### src/rtl/cpu_mem_arbiter_if.sv
// Bundle of the fetch, load/store and memory-port signals around the arbiter.
// The arbiter uses the slave modport; the core and bus side use master.
interface cpu_mem_arbiter_if #(
   parameter int ADDR_W = 32
);
   logic              if_req;
   logic [ADDR_W-1:0] if_addr;
   logic              if_gnt;
   logic [31:0]       if_rdata;
   logic              if_valid;
   logic              if_err;

   logic              ls_req;
   logic              ls_we;
   logic [1:0]        ls_size;
   logic [ADDR_W-1:0] ls_addr;
   logic [31:0]       ls_wdata;
   logic              ls_gnt;
   logic [31:0]       ls_rdata;
   logic              ls_valid;
   logic              ls_err;

   logic              mem_req;
   logic              mem_we;
   logic [ADDR_W-1:0] mem_addr;
   logic [3:0]        mem_be;
   logic [31:0]       mem_wdata;
   logic [31:0]       mem_rdata;
   logic              mem_ack;

   modport slave (
      input  if_req, if_addr, ls_req, ls_we, ls_size, ls_addr, ls_wdata,
             mem_rdata, mem_ack,
      output if_gnt, if_rdata, if_valid, if_err,
             ls_gnt, ls_rdata, ls_valid, ls_err,
             mem_req, mem_we, mem_addr, mem_be, mem_wdata
   );

   modport master (
      output if_req, if_addr, ls_req, ls_we, ls_size, ls_addr, ls_wdata,
             mem_rdata, mem_ack,
      input  if_gnt, if_rdata, if_valid, if_err,
             ls_gnt, ls_rdata, ls_valid, ls_err,
             mem_req, mem_we, mem_addr, mem_be, mem_wdata
   );
endinterface

### src/rtl/cpu_mem_arbiter.sv
// Shares one memory port between instruction fetch and load/store, one
// transaction in flight, with alignment, lane steering and bus timeout.
module cpu_mem_arbiter #(
   parameter int ADDR_W        = 32,
   parameter int TIMEOUT       = 255,
   parameter int LS_STREAK_MAX = 4
) (
   input logic              clk,
   input logic              rst,
   cpu_mem_arbiter_if.slave bus
);
   localparam int TW = $clog2(TIMEOUT + 1);
   localparam int SW = $clog2(LS_STREAK_MAX + 1);
   localparam logic [TW-1:0] TMO_MAX    = TW'(TIMEOUT);
   localparam logic [SW-1:0] STREAK_MAX = SW'(LS_STREAK_MAX);

   typedef enum logic [1:0] {IDLE, BUS, RESP} state_e;

   state_e            state_q;
   logic [TW-1:0]     tmo_q;
   logic [SW-1:0]     streak_q;
   logic              owner_ls_q;
   logic [1:0]        size_q;
   logic [1:0]        off_q;

   logic              if_gnt_q, if_valid_q, if_err_q;
   logic              ls_gnt_q, ls_valid_q, ls_err_q;
   logic [31:0]       if_rdata_q, ls_rdata_q;
   logic              mem_req_q, mem_we_q;
   logic [ADDR_W-1:0] mem_addr_q;
   logic [3:0]        mem_be_q;
   logic [31:0]       mem_wdata_q;

   logic              ls_win_d, if_win_d, mis_d;
   logic [ADDR_W-1:0] addr_d;
   logic [3:0]        be_d;
   logic [31:0]       wdata_d, rdata_d, shifted_d;

   // Load/store has priority except when fetch has been starved for a full streak.
   always_comb begin
      ls_win_d = bus.ls_req && !(bus.if_req && streak_q == STREAK_MAX);
      if_win_d = bus.if_req && !ls_win_d;
      addr_d   = ls_win_d ? bus.ls_addr : bus.if_addr;
      mis_d    = 1'b0;
      be_d     = 4'hF;
      wdata_d  = bus.ls_wdata;
      if (ls_win_d) begin
         case (bus.ls_size)
            2'd0: begin
               be_d    = 4'b0001 << bus.ls_addr[1:0];
               wdata_d = {4{bus.ls_wdata[7:0]}};
            end
            2'd1: begin
               mis_d   = bus.ls_addr[0];
               be_d    = bus.ls_addr[1] ? 4'b1100 : 4'b0011;
               wdata_d = {2{bus.ls_wdata[15:0]}};
            end
            2'd2:    mis_d = (bus.ls_addr[1:0] != 2'b00);
            default: mis_d = 1'b1;
         endcase
      end else begin
         mis_d = (bus.if_addr[1:0] != 2'b00);
      end
   end

   always_comb begin
      shifted_d = bus.mem_rdata >> {off_q, 3'b000};
      case (size_q)
         2'd0:    rdata_d = {24'h0, shifted_d[7:0]};
         2'd1:    rdata_d = {16'h0, shifted_d[15:0]};
         default: rdata_d = bus.mem_rdata;
      endcase
   end

   always_ff @(posedge clk or posedge rst) begin
      if (rst) begin
         state_q     <= IDLE;
         tmo_q       <= '0;
         streak_q    <= '0;
         owner_ls_q  <= 1'b0;
         size_q      <= 2'd0;
         off_q       <= 2'd0;
         if_gnt_q    <= 1'b0;
         if_valid_q  <= 1'b0;
         if_err_q    <= 1'b0;
         ls_gnt_q    <= 1'b0;
         ls_valid_q  <= 1'b0;
         ls_err_q    <= 1'b0;
         if_rdata_q  <= '0;
         ls_rdata_q  <= '0;
         mem_req_q   <= 1'b0;
         mem_we_q    <= 1'b0;
         mem_addr_q  <= '0;
         mem_be_q    <= 4'h0;
         mem_wdata_q <= '0;
      end else begin
         if_gnt_q   <= 1'b0;
         ls_gnt_q   <= 1'b0;
         if_valid_q <= 1'b0;
         if_err_q   <= 1'b0;
         ls_valid_q <= 1'b0;
         ls_err_q   <= 1'b0;
         case (state_q)
            IDLE: begin
               if (bus.if_req && ls_win_d) streak_q <= streak_q + 1'b1;
               else                        streak_q <= '0;
               if (ls_win_d || if_win_d) begin
                  owner_ls_q <= ls_win_d;
                  size_q     <= ls_win_d ? bus.ls_size : 2'd2;
                  off_q      <= addr_d[1:0];
                  ls_gnt_q   <= ls_win_d;
                  if_gnt_q   <= if_win_d;
                  if (mis_d) begin
                     ls_err_q <= ls_win_d;
                     if_err_q <= if_win_d;
                     state_q  <= RESP;
                  end else begin
                     mem_req_q   <= 1'b1;
                     mem_we_q    <= ls_win_d && bus.ls_we;
                     mem_addr_q  <= {addr_d[ADDR_W-1:2], 2'b00};
                     mem_be_q    <= be_d;
                     mem_wdata_q <= (ls_win_d && bus.ls_we) ? wdata_d : 32'h0;
                     tmo_q       <= TW'(1);
                     state_q     <= BUS;
                  end
               end
            end
            BUS: begin
               // An ack on the final allowed cycle still completes normally.
               if (bus.mem_ack) begin
                  mem_req_q <= 1'b0;
                  mem_we_q  <= 1'b0;
                  tmo_q     <= '0;
                  if (owner_ls_q) begin
                     ls_valid_q <= 1'b1;
                     ls_rdata_q <= rdata_d;
                  end else begin
                     if_valid_q <= 1'b1;
                     if_rdata_q <= bus.mem_rdata;
                  end
                  state_q <= RESP;
               end else if (tmo_q == TMO_MAX) begin
                  mem_req_q <= 1'b0;
                  mem_we_q  <= 1'b0;
                  tmo_q     <= '0;
                  ls_err_q  <= owner_ls_q;
                  if_err_q  <= !owner_ls_q;
                  state_q   <= RESP;
               end else begin
                  tmo_q <= tmo_q + 1'b1;
               end
            end
            default: state_q <= IDLE;
         endcase
      end
   end

   assign bus.if_gnt    = if_gnt_q;
   assign bus.if_rdata  = if_rdata_q;
   assign bus.if_valid  = if_valid_q;
   assign bus.if_err    = if_err_q;
   assign bus.ls_gnt    = ls_gnt_q;
   assign bus.ls_rdata  = ls_rdata_q;
   assign bus.ls_valid  = ls_valid_q;
   assign bus.ls_err    = ls_err_q;
   assign bus.mem_req   = mem_req_q;
   assign bus.mem_we    = mem_we_q;
   assign bus.mem_addr  = mem_addr_q;
   assign bus.mem_be    = mem_be_q;
   assign bus.mem_wdata = mem_wdata_q;
endmodule

### src/flat_wrapper.sv
// flat-port wrapper written by rule: the top's interface ports become plain ports
module cpu_mem_arbiter_flat 
#(
   parameter int ADDR_W        = 32,
   parameter int TIMEOUT       = 255,
   parameter int LS_STREAK_MAX = 4
)
  (clk, rst, bus_if_req, bus_if_addr, bus_ls_req, bus_ls_we, bus_ls_size, bus_ls_addr, bus_ls_wdata, bus_mem_rdata, bus_mem_ack, bus_if_gnt, bus_if_rdata, bus_if_valid, bus_if_err, bus_ls_gnt, bus_ls_rdata, bus_ls_valid, bus_ls_err, bus_mem_req, bus_mem_we, bus_mem_addr, bus_mem_be, bus_mem_wdata);
  cpu_mem_arbiter_if #(.ADDR_W(ADDR_W)) bus_i ();
  input logic clk;
  input logic rst;
  input wire logic [$bits(bus_i.if_req)-1:0] bus_if_req;
  input wire logic [$bits(bus_i.if_addr)-1:0] bus_if_addr;
  input wire logic [$bits(bus_i.ls_req)-1:0] bus_ls_req;
  input wire logic [$bits(bus_i.ls_we)-1:0] bus_ls_we;
  input wire logic [$bits(bus_i.ls_size)-1:0] bus_ls_size;
  input wire logic [$bits(bus_i.ls_addr)-1:0] bus_ls_addr;
  input wire logic [$bits(bus_i.ls_wdata)-1:0] bus_ls_wdata;
  input wire logic [$bits(bus_i.mem_rdata)-1:0] bus_mem_rdata;
  input wire logic [$bits(bus_i.mem_ack)-1:0] bus_mem_ack;
  output wire logic [$bits(bus_i.if_gnt)-1:0] bus_if_gnt;
  output wire logic [$bits(bus_i.if_rdata)-1:0] bus_if_rdata;
  output wire logic [$bits(bus_i.if_valid)-1:0] bus_if_valid;
  output wire logic [$bits(bus_i.if_err)-1:0] bus_if_err;
  output wire logic [$bits(bus_i.ls_gnt)-1:0] bus_ls_gnt;
  output wire logic [$bits(bus_i.ls_rdata)-1:0] bus_ls_rdata;
  output wire logic [$bits(bus_i.ls_valid)-1:0] bus_ls_valid;
  output wire logic [$bits(bus_i.ls_err)-1:0] bus_ls_err;
  output wire logic [$bits(bus_i.mem_req)-1:0] bus_mem_req;
  output wire logic [$bits(bus_i.mem_we)-1:0] bus_mem_we;
  output wire logic [$bits(bus_i.mem_addr)-1:0] bus_mem_addr;
  output wire logic [$bits(bus_i.mem_be)-1:0] bus_mem_be;
  output wire logic [$bits(bus_i.mem_wdata)-1:0] bus_mem_wdata;
  assign bus_i.if_req = bus_if_req;
  assign bus_i.if_addr = bus_if_addr;
  assign bus_i.ls_req = bus_ls_req;
  assign bus_i.ls_we = bus_ls_we;
  assign bus_i.ls_size = bus_ls_size;
  assign bus_i.ls_addr = bus_ls_addr;
  assign bus_i.ls_wdata = bus_ls_wdata;
  assign bus_i.mem_rdata = bus_mem_rdata;
  assign bus_i.mem_ack = bus_mem_ack;
  assign bus_if_gnt = bus_i.if_gnt;
  assign bus_if_rdata = bus_i.if_rdata;
  assign bus_if_valid = bus_i.if_valid;
  assign bus_if_err = bus_i.if_err;
  assign bus_ls_gnt = bus_i.ls_gnt;
  assign bus_ls_rdata = bus_i.ls_rdata;
  assign bus_ls_valid = bus_i.ls_valid;
  assign bus_ls_err = bus_i.ls_err;
  assign bus_mem_req = bus_i.mem_req;
  assign bus_mem_we = bus_i.mem_we;
  assign bus_mem_addr = bus_i.mem_addr;
  assign bus_mem_be = bus_i.mem_be;
  assign bus_mem_wdata = bus_i.mem_wdata;
  cpu_mem_arbiter #(.ADDR_W(ADDR_W), .TIMEOUT(TIMEOUT), .LS_STREAK_MAX(LS_STREAK_MAX)) u_core (.clk(clk), .rst(rst), .bus(bus_i));
endmodule
### config.mk
export PLATFORM = sky130hd
export DESIGN_NAME = cpu_mem_arbiter_flat
export DESIGN_NICKNAME = d
export VERILOG_FILES = /design/src/rtl/cpu_mem_arbiter_if.sv /design/src/rtl/cpu_mem_arbiter.sv /design/src/flat_wrapper.sv
export SDC_FILE = /design/constraint.sdc
export NUM_CORES = 1
export LEC_CHECK = 0
export ABC_CLOCK_PERIOD_IN_PS = 6400
export CAP_MARGIN = 25
export CORE_MARGIN = 10
export CORE_UTILIZATION = 46
export CTS_BUF_LIST = sky130_fd_sc_hd__clkbuf_8
export DETAILED_ROUTE_END_ITERATION = 6
export PLACE_DENSITY = 0.88
export REMOVE_ABC_BUFFERS = 1
export SLEW_MARGIN = 20
export SYNTH_ARGS = -nofsm -noshare
export SYNTH_HDL_FRONTEND = slang
export SYNTH_SLANG_ARGS = --single-unit
### constraint.sdc
create_clock -name clk -period 6.4 [get_ports clk]
set_clock_uncertainty 0.05 [all_clocks]
set_input_delay 1.28 -clock clk [delete_from_list [all_inputs] [get_ports clk]]
set_output_delay 1.28 -clock clk [all_outputs]
set_load 0.005 [all_outputs]
==> run metrics, run 1 <==
DR pass1 iterations=4; Fin. Hold Viols=0; Slew Viols, Final=0; worst slack at placement=2.11 ns; synth unique cells=51; htree depth=4; DR iter-0 viols=334; Routed WL=23100 um; clock buffer depth=2; gr ovfl total=0; clock root buffer master=clkbuf_8; largest net degree at the start of global routing=106; die area=21700 um2; top-level port count=276; Routed WL per cell=20.3 um; synthesized instance count=650; TritonCTS Buffers=17; fin crit share=0.600; main flop type after synthesis=dfrtp_1; crit start category=input port; R2R Setup Slk=3.61 ns; delay-heaviest family, CP=buffers and inverters; DP Area=10300 um2; Final Cell Area=10700 um2; Slew headroom=0.375; critical path cell sequence=clkdlybuf4s50_1 > nor3_1 > o211ai_1 > a21oi_4 > buf_4 > mux2_2; CP required=6.67 ns; final setup violation count=0; WHS Path Cells=2; first-pass GRT wire length=36400 um; DRC Markers=0; Slowest cell on crit path=clkdlybuf4s50_1; peak clock frequency supported by timing=261 MHz; Avg Inst Size Synth=11.5 um2; Cell Pwr Density=393 nW/um2; Clock Sinks=156; #FFs+latches synth=156; Tot GR Track Use=0.210; worst path bufs/invs=2; Die Y=147 um; Peak VDD IR=184 uV; FILL cells=1181; post-DP HPWL=17700 um; hold_sp=u_core.bus.ls_rdata[29]$_DFFE_PP0P_; synthesized area=7450 um2; vias in the first global route=6740; asr flop ratio synth=1.00; max-cap violations=0; Pleak=4.44 nW; status=finished, final reports clean; endpoint class of the critical path=register; Post-DRT Antenna Nets=0; via count=6099; crit-path max cell delay=0.74 ns; Row Count=46; port buffer count=273; Hold EP=u_core.bus.ls_rdata[29]$_DFFE_PP0P_; initial antenna violation count=0; reg2reg start=u_core.streak_q[0]$_DFFE_PP0P_; Die W=147 um; Final min period=3.84 ns; Final nets=1046; crit path DAT=4.11 ns; Area Growth Syn to Fin=43.6%; post-synthesis sequential area ratio=0.524; FF-to-FF path depth=7; Initial Utilization=0.469; CP Class=input port to register; CTS resizes=0; CP Max Fanout=31; ratio of cells with drive above 1 in the final layout=0.178; Worst Hold Class=register to register; r2r endpoint=u_core.bus.mem_addr[23]$_DFFE_PP0P_; register area=3910 um2; post-route setup slack=2.56 ns; Post-CTS Hold Fix Bufs=0; sum of negative setup slack=0 ns; vias per inst=5.37; total core area=15900 um2; Yosys Warn Count=0; Skew-Pair Late Insertion Delay=0.44 ns; commonest non-fill, non-tap cells in the layout=clkdlybuf4s50_1 (273), dfrtp_1 (155), mux2_2 (108), nand2_1 (70), o21ai_0 (50); RSZ-0062 raised after global routing=false; Clock transition at path regs=0.09 ns; CTS tree=done; multi-input logic area=3260 um2; most common cell after layout, fill and taps aside=clkdlybuf4s50_1; ant diodes=0; post-CTS setup buffer count=0; Slew @ Worst Pin=0.936 ns; number of flops mapped to enable cells by yosys=0; GP Congestion=0.856
worst max-delay path by stage:
stage | from | to | slack [ns] | cells after the start
3_3_place_gp | bus_ls_size[0] | u_core.bus.mem_addr[15]$_DFFE_PP0P_ | 2.17 | 6
5_1_grt | bus_ls_size[0] | u_core.bus.mem_addr[27]$_DFFE_PP0P_ | 2.38 | 6
4_1_cts | bus_ls_size[0] | u_core.bus.mem_addr[7]$_DFFE_PP0P_ | 2.58 | 6
3_5_place_dp | bus_ls_size[0] | u_core.bus.mem_addr[15]$_DFFE_PP0P_ | 2.11 | 6
2_1_floorplan | rst | u_core.bus.if_err$_DFF_PP0_ | 0.86 | 1
6_report | bus_ls_size[0] | u_core.bus.mem_addr[23]$_DFFE_PP0P_ | 2.56 | 6
through the flow:
step	utilization	hold slack, ns	std cells	power (W)
global placement	0.645	0.411	1100	0.00346
finish	0.674	0.433	1136	0.00421
global route	0.674	0.456	1136	0.00448
floorplan	-	0.415	608	0.00236
CTS	0.671	0.439	1134	0.00425
detailed placement	0.647	0.419	1102	0.00354
worst register-to-register path: cells and delay by family (launching register included):
kind | cells | cell delay, ns
AOI/OAI and AO/OA | 2 | 0.73
adders and majority gates | 1 | 0.16
buffers and inverters | 2 | 0.56
DFF | 1 | 0.42
muxes | 1 | 0.40
and+or+nand+nor | 1 | 0.35
cell type report:
cell class	count	share of cell area
Tap cell	216	0.0252
Multi-Input combinational cell	437	0.305
Clock inverter	11	0.00783
Clock buffer	21	0.0270
Timing Repair Buffer	280	0.265
Sequential cell	156	0.365
Inverter	15	0.00573
cells in the mapped netlist, drive strengths merged (9+ instances only):
| cell type | instances | area [um2] |
|---|---|---|
| a21oi | 12 | 71.3 |
| a22oi | 11 | 82.6 |
| buf | 24 | 180 |
| clkbuf | 19 | 71.3 |
| dfrtp | 156 | 3900 |
| inv | 15 | 56.3 |
| mux2 | 112 | 1260 |
| mux2i | 31 | 310 |
| nand2 | 71 | 269 |
| nand3 | 9 | 45.0 |
| nor2 | 38 | 148 |
| o211ai | 9 | 67.6 |
| o21ai | 53 | 280 |
| o22ai | 12 | 75.1 |
| o2bb2ai | 16 | 140 |
registers in the layout, indices dropped and copies added (netlist names), 2 cells and up:
signal / count
u_core.bus.if_rdata: 32
u_core.bus.ls_rdata: 32
u_core.bus.mem_addr: 30
u_core.bus.mem_be: 4
u_core.bus.mem_wdata: 32
u_core.off_q: 2
u_core.size_q: 2
u_core.state_q: 2
u_core.streak_q: 3
u_core.tmo_q: 8
power breakdown:
group	internal, W	switching (W)
registers	0.00139	0.000299
clock network	0.000314	0.000383
logic	0.00113	0.000691
total	0.00283	0.00137
per-layer routing:
metal,vias up,share of wire,wire [um],global-route usage
li1,2815,-,-,-
met1,2977,0.39,9090,0.234
met2,279,0.48,11100,0.349
met3,28,0.11,2550,0.0995
met4,0,0.015,339,0.0624
met5,-,0,0,0
kinds of logic after synthesis:
family	synth area share
xor+xnor	0.00118
other cells	0.000503
flops	0.524
compound gates	0.125
mux	0.211
fa+ha+maj	0.00504
simple gates	0.0923
buf+inv	0.0413
(Power assumes the default switching activity.)
==> run 2: changes to the inputs <==
--- a/config.mk
+++ b/config.mk
@@ -5,13 +5,13 @@
 export SDC_FILE = /design/constraint.sdc
 export NUM_CORES = 1
 export LEC_CHECK = 0
-export ABC_CLOCK_PERIOD_IN_PS = 6400
+export ABC_CLOCK_PERIOD_IN_PS = 3200
 export CAP_MARGIN = 25
 export CORE_MARGIN = 10
-export CORE_UTILIZATION = 46
+export CORE_UTILIZATION = 42
 export CTS_BUF_LIST = sky130_fd_sc_hd__clkbuf_8
 export DETAILED_ROUTE_END_ITERATION = 6
-export PLACE_DENSITY = 0.88
+export PLACE_DENSITY = 0.84
 export REMOVE_ABC_BUFFERS = 1
 export SLEW_MARGIN = 20
 export SYNTH_ARGS = -nofsm -noshare
==> constraint.sdc (replaced) <==
create_clock -name clk -period 3.2 [get_ports clk]
set_clock_uncertainty 0.05 [all_clocks]
set_input_delay 0.64 -clock clk [delete_from_list [all_inputs] [get_ports clk]]
set_output_delay 0.64 -clock clk [all_outputs]
set_load 0.005 [all_outputs]
==> run metrics, run 2 (synthesis gave the netlist of run 1 again) <==
most common cell after layout, fill and taps aside=clkdlybuf4s50_1; crit start category=input port; delay-heaviest family, CP=buffers and inverters; Hold EP=u_core.bus.ls_rdata[18]$_DFFE_PP0P_; Peak VDD IR=403 uV (+120%); Slew @ Worst Pin=0.837 ns (-0.0984 ns); Routed WL=23400 um (+1.5%); commonest non-fill, non-tap cells in the layout=clkdlybuf4s50_1 (273), dfrtp_1 (156), mux2_2 (108), nand2_1 (70), o21ai_0 (50); critical path cell sequence=clkdlybuf4s50_1 > nor3_1 > o211ai_1 > a21oi_4 > buf_12 > mux2_2; Slowest cell on crit path=clkdlybuf4s50_1; DRC Markers=0 (unchanged); Die Y=153 um (+4.0%); port buffer count=273 (unchanged); Skew-Pair Late Insertion Delay=0.45 ns (about the same); Initial Utilization=0.429 (-0.0398); Routed WL per cell=20.3 um (-0.19%); max-cap violations=0 (unchanged); first-pass GRT wire length=37200 um (+2.2%); reg2reg start=u_core.streak_q[0]$_DFFE_PP0P_; final setup violation count=0 (unchanged); Worst Hold Class=register to register; CTS resizes=0 (unchanged); Final Cell Area=10800 um2 (+0.89%); sum of negative setup slack=0 ns (unchanged); Clock Sinks=156 (unchanged); Final nets=1056 (+0.96%); DR pass1 iterations=5 (+1); Cell Pwr Density=784 nW/um2 (+100%); Die W=153 um (+4.0%); ratio of cells with drive above 1 in the final layout=0.186 (+0.00776); CP required=3.48 ns (-3.19 ns); largest net degree at the start of global routing=71 (-33%); clock power share=0.171 (+0.005); placed cells=1123 (+1.9%); Layout Cells excl Fill=1155 (+1.7%); via count=6091 (-0.13%); Final min period=2.25 ns; R2R Setup Slk=1.09 ns (-2.52 ns); top-level port count=276 (unchanged); post-CTS setup buffer count=0 (unchanged); worst path bufs/invs=2 (unchanged); peak clock frequency supported by timing=444 MHz; post-DP HPWL=18100 um (+2.3%); WHS Path Cells=2 (unchanged); Row Count=48 (+4.3%); GP Congestion=0.931 (+8.8%); Post-CTS Hold Fix Bufs=0 (unchanged); FILL cells=1442 (+22%); htree depth=4 (unchanged); Slew headroom=0.441 (+0.0660); CP Class=input port to register; Internal=0.00568 W (+100%); initial antenna violation count=2 (+2); Clock transition at path regs=0.08 ns (about the same); Area Growth Syn to Fin=44.9%; fin crit share=0.704; total core area=17400 um2 (+9.3%); gr ovfl total=0 (unchanged); worst hold slack=0.433 ns (-0.000209 ns); clock root buffer master=clkbuf_8; ant diodes=0 (unchanged); endpoint class of the critical path=register; Slew Viols, Final=0 (unchanged); sequential share of power=0.392 (-0.010); switching power total=0.00279 W (+100%); Post-DRT Antenna Nets=0 (unchanged); Gate power share=0.437 (+0.005); FF-to-FF path depth=7 (unchanged); total power=0.00847 W (+100%); Pleak=4.48 nW (+0.83%); status=finished, final reports clean; clock buffer depth=2 (unchanged); Setup crit start=bus_ls_size[0]; vias in the first global route=6634 (-1.6%); RSZ-0062 raised after global routing=false; DP Area=10400 um2 (+1.3%); TritonCTS Buffers=17 (unchanged); crit path DAT=2.53 ns (-1.58 ns); CP Max Fanout=51 (+65%); Fin. Hold Viols=0 (unchanged); die area=23500 um2 (+8.2%); vias per inst=5.27 (-1.8%); hold_sp=u_core.bus.ls_rdata[18]$_DFFE_PP0P_; DR iter-0 viols=300 (-10%); CTS tree=done; r2r endpoint=u_core.bus.mem_addr[25]$_DFFE_PP0P_; Tot GR Track Use=0.198 (-0.0114); crit-path max cell delay=0.56 ns (-0.18 ns); Net Sw Frac=0.329 (+0.00277)
==> run 2: cell count changes in the layout (fill, tap and decap cells not counted), moves of 3 or more <==
| cell | before | now |
|---|---|---|
| clkinvlp_4 | 1 | 4 |
| buf_4 | 3 | 13 |
| buf_12 | 1 | 4 |
| clkbuf_8 | 21 | 17 |
| clkinv_2 | 3 | 0 |
==> run 2: area by class of cell <==
type | count | area (um2) | area share
flip-flops and latches | 156 | 3900 | 0.361
inverters | 15 | 61.3 | 0.00568
multi-input cells | 437 | 3260 | 0.301
repair buffers | 290 | 2910 | 0.269
clock inverters | 15 | 153 | 0.0141
clock buffers | 17 | 234 | 0.0217
well taps | 225 | 282 | 0.0261
==> run 2: worst max-delay path by stage <==
stage | to | cells past startpoint
2_1_floorplan | u_core.bus.if_err$_DFF_PP0_ | 1
3_3_place_gp | u_core.bus.mem_addr[31]$_DFFE_PP0P_ | 6
3_5_place_dp | u_core.bus.mem_wdata[24]$_DFFE_PP0P_ | 5
4_1_cts | u_core.bus.mem_addr[25]$_DFFE_PP0P_ | 6
5_1_grt | u_core.bus.mem_addr[21]$_DFFE_PP0P_ | 6
6_report | u_core.bus.mem_addr[25]$_DFFE_PP0P_ | 6
==> run 2: stage by stage <==
stage	setup WS (ns)	util
CTS	0.992	0.622
global route	0.839	0.622
global placement	0.545	0.600
finish	0.948	0.622
floorplan	-1.70	-
detailed placement	0.490	0.600
==> run 2: layer usage <==
layer,GRT usage,share of wire,vias to the layer above
met5,0,0.00098,-
met3,0.104,0.12,37
met1,0.224,0.39,2926
li1,-,-,2849
met2,0.315,0.47,275
met4,0.0704,0.023,4
==> run 2: worst min-delay path: stages (launching register included) <==
cell,delay [ns]
dfrtp_1,0.35
nand2_1,0.05
o21ai_0,0.06
==> run 2: power groups by stage <==
stage	sequential, W	combinational, W	clock, W
after detailed placement	0.00334	0.00376	0
after global placement	0.00331	0.00368	0
final	0.00332	0.00370	0.00145
after global routing	0.00343	0.00404	0.00158
after floorplan	0.00342	0.00130	0
after CTS	0.00332	0.00378	0.00149
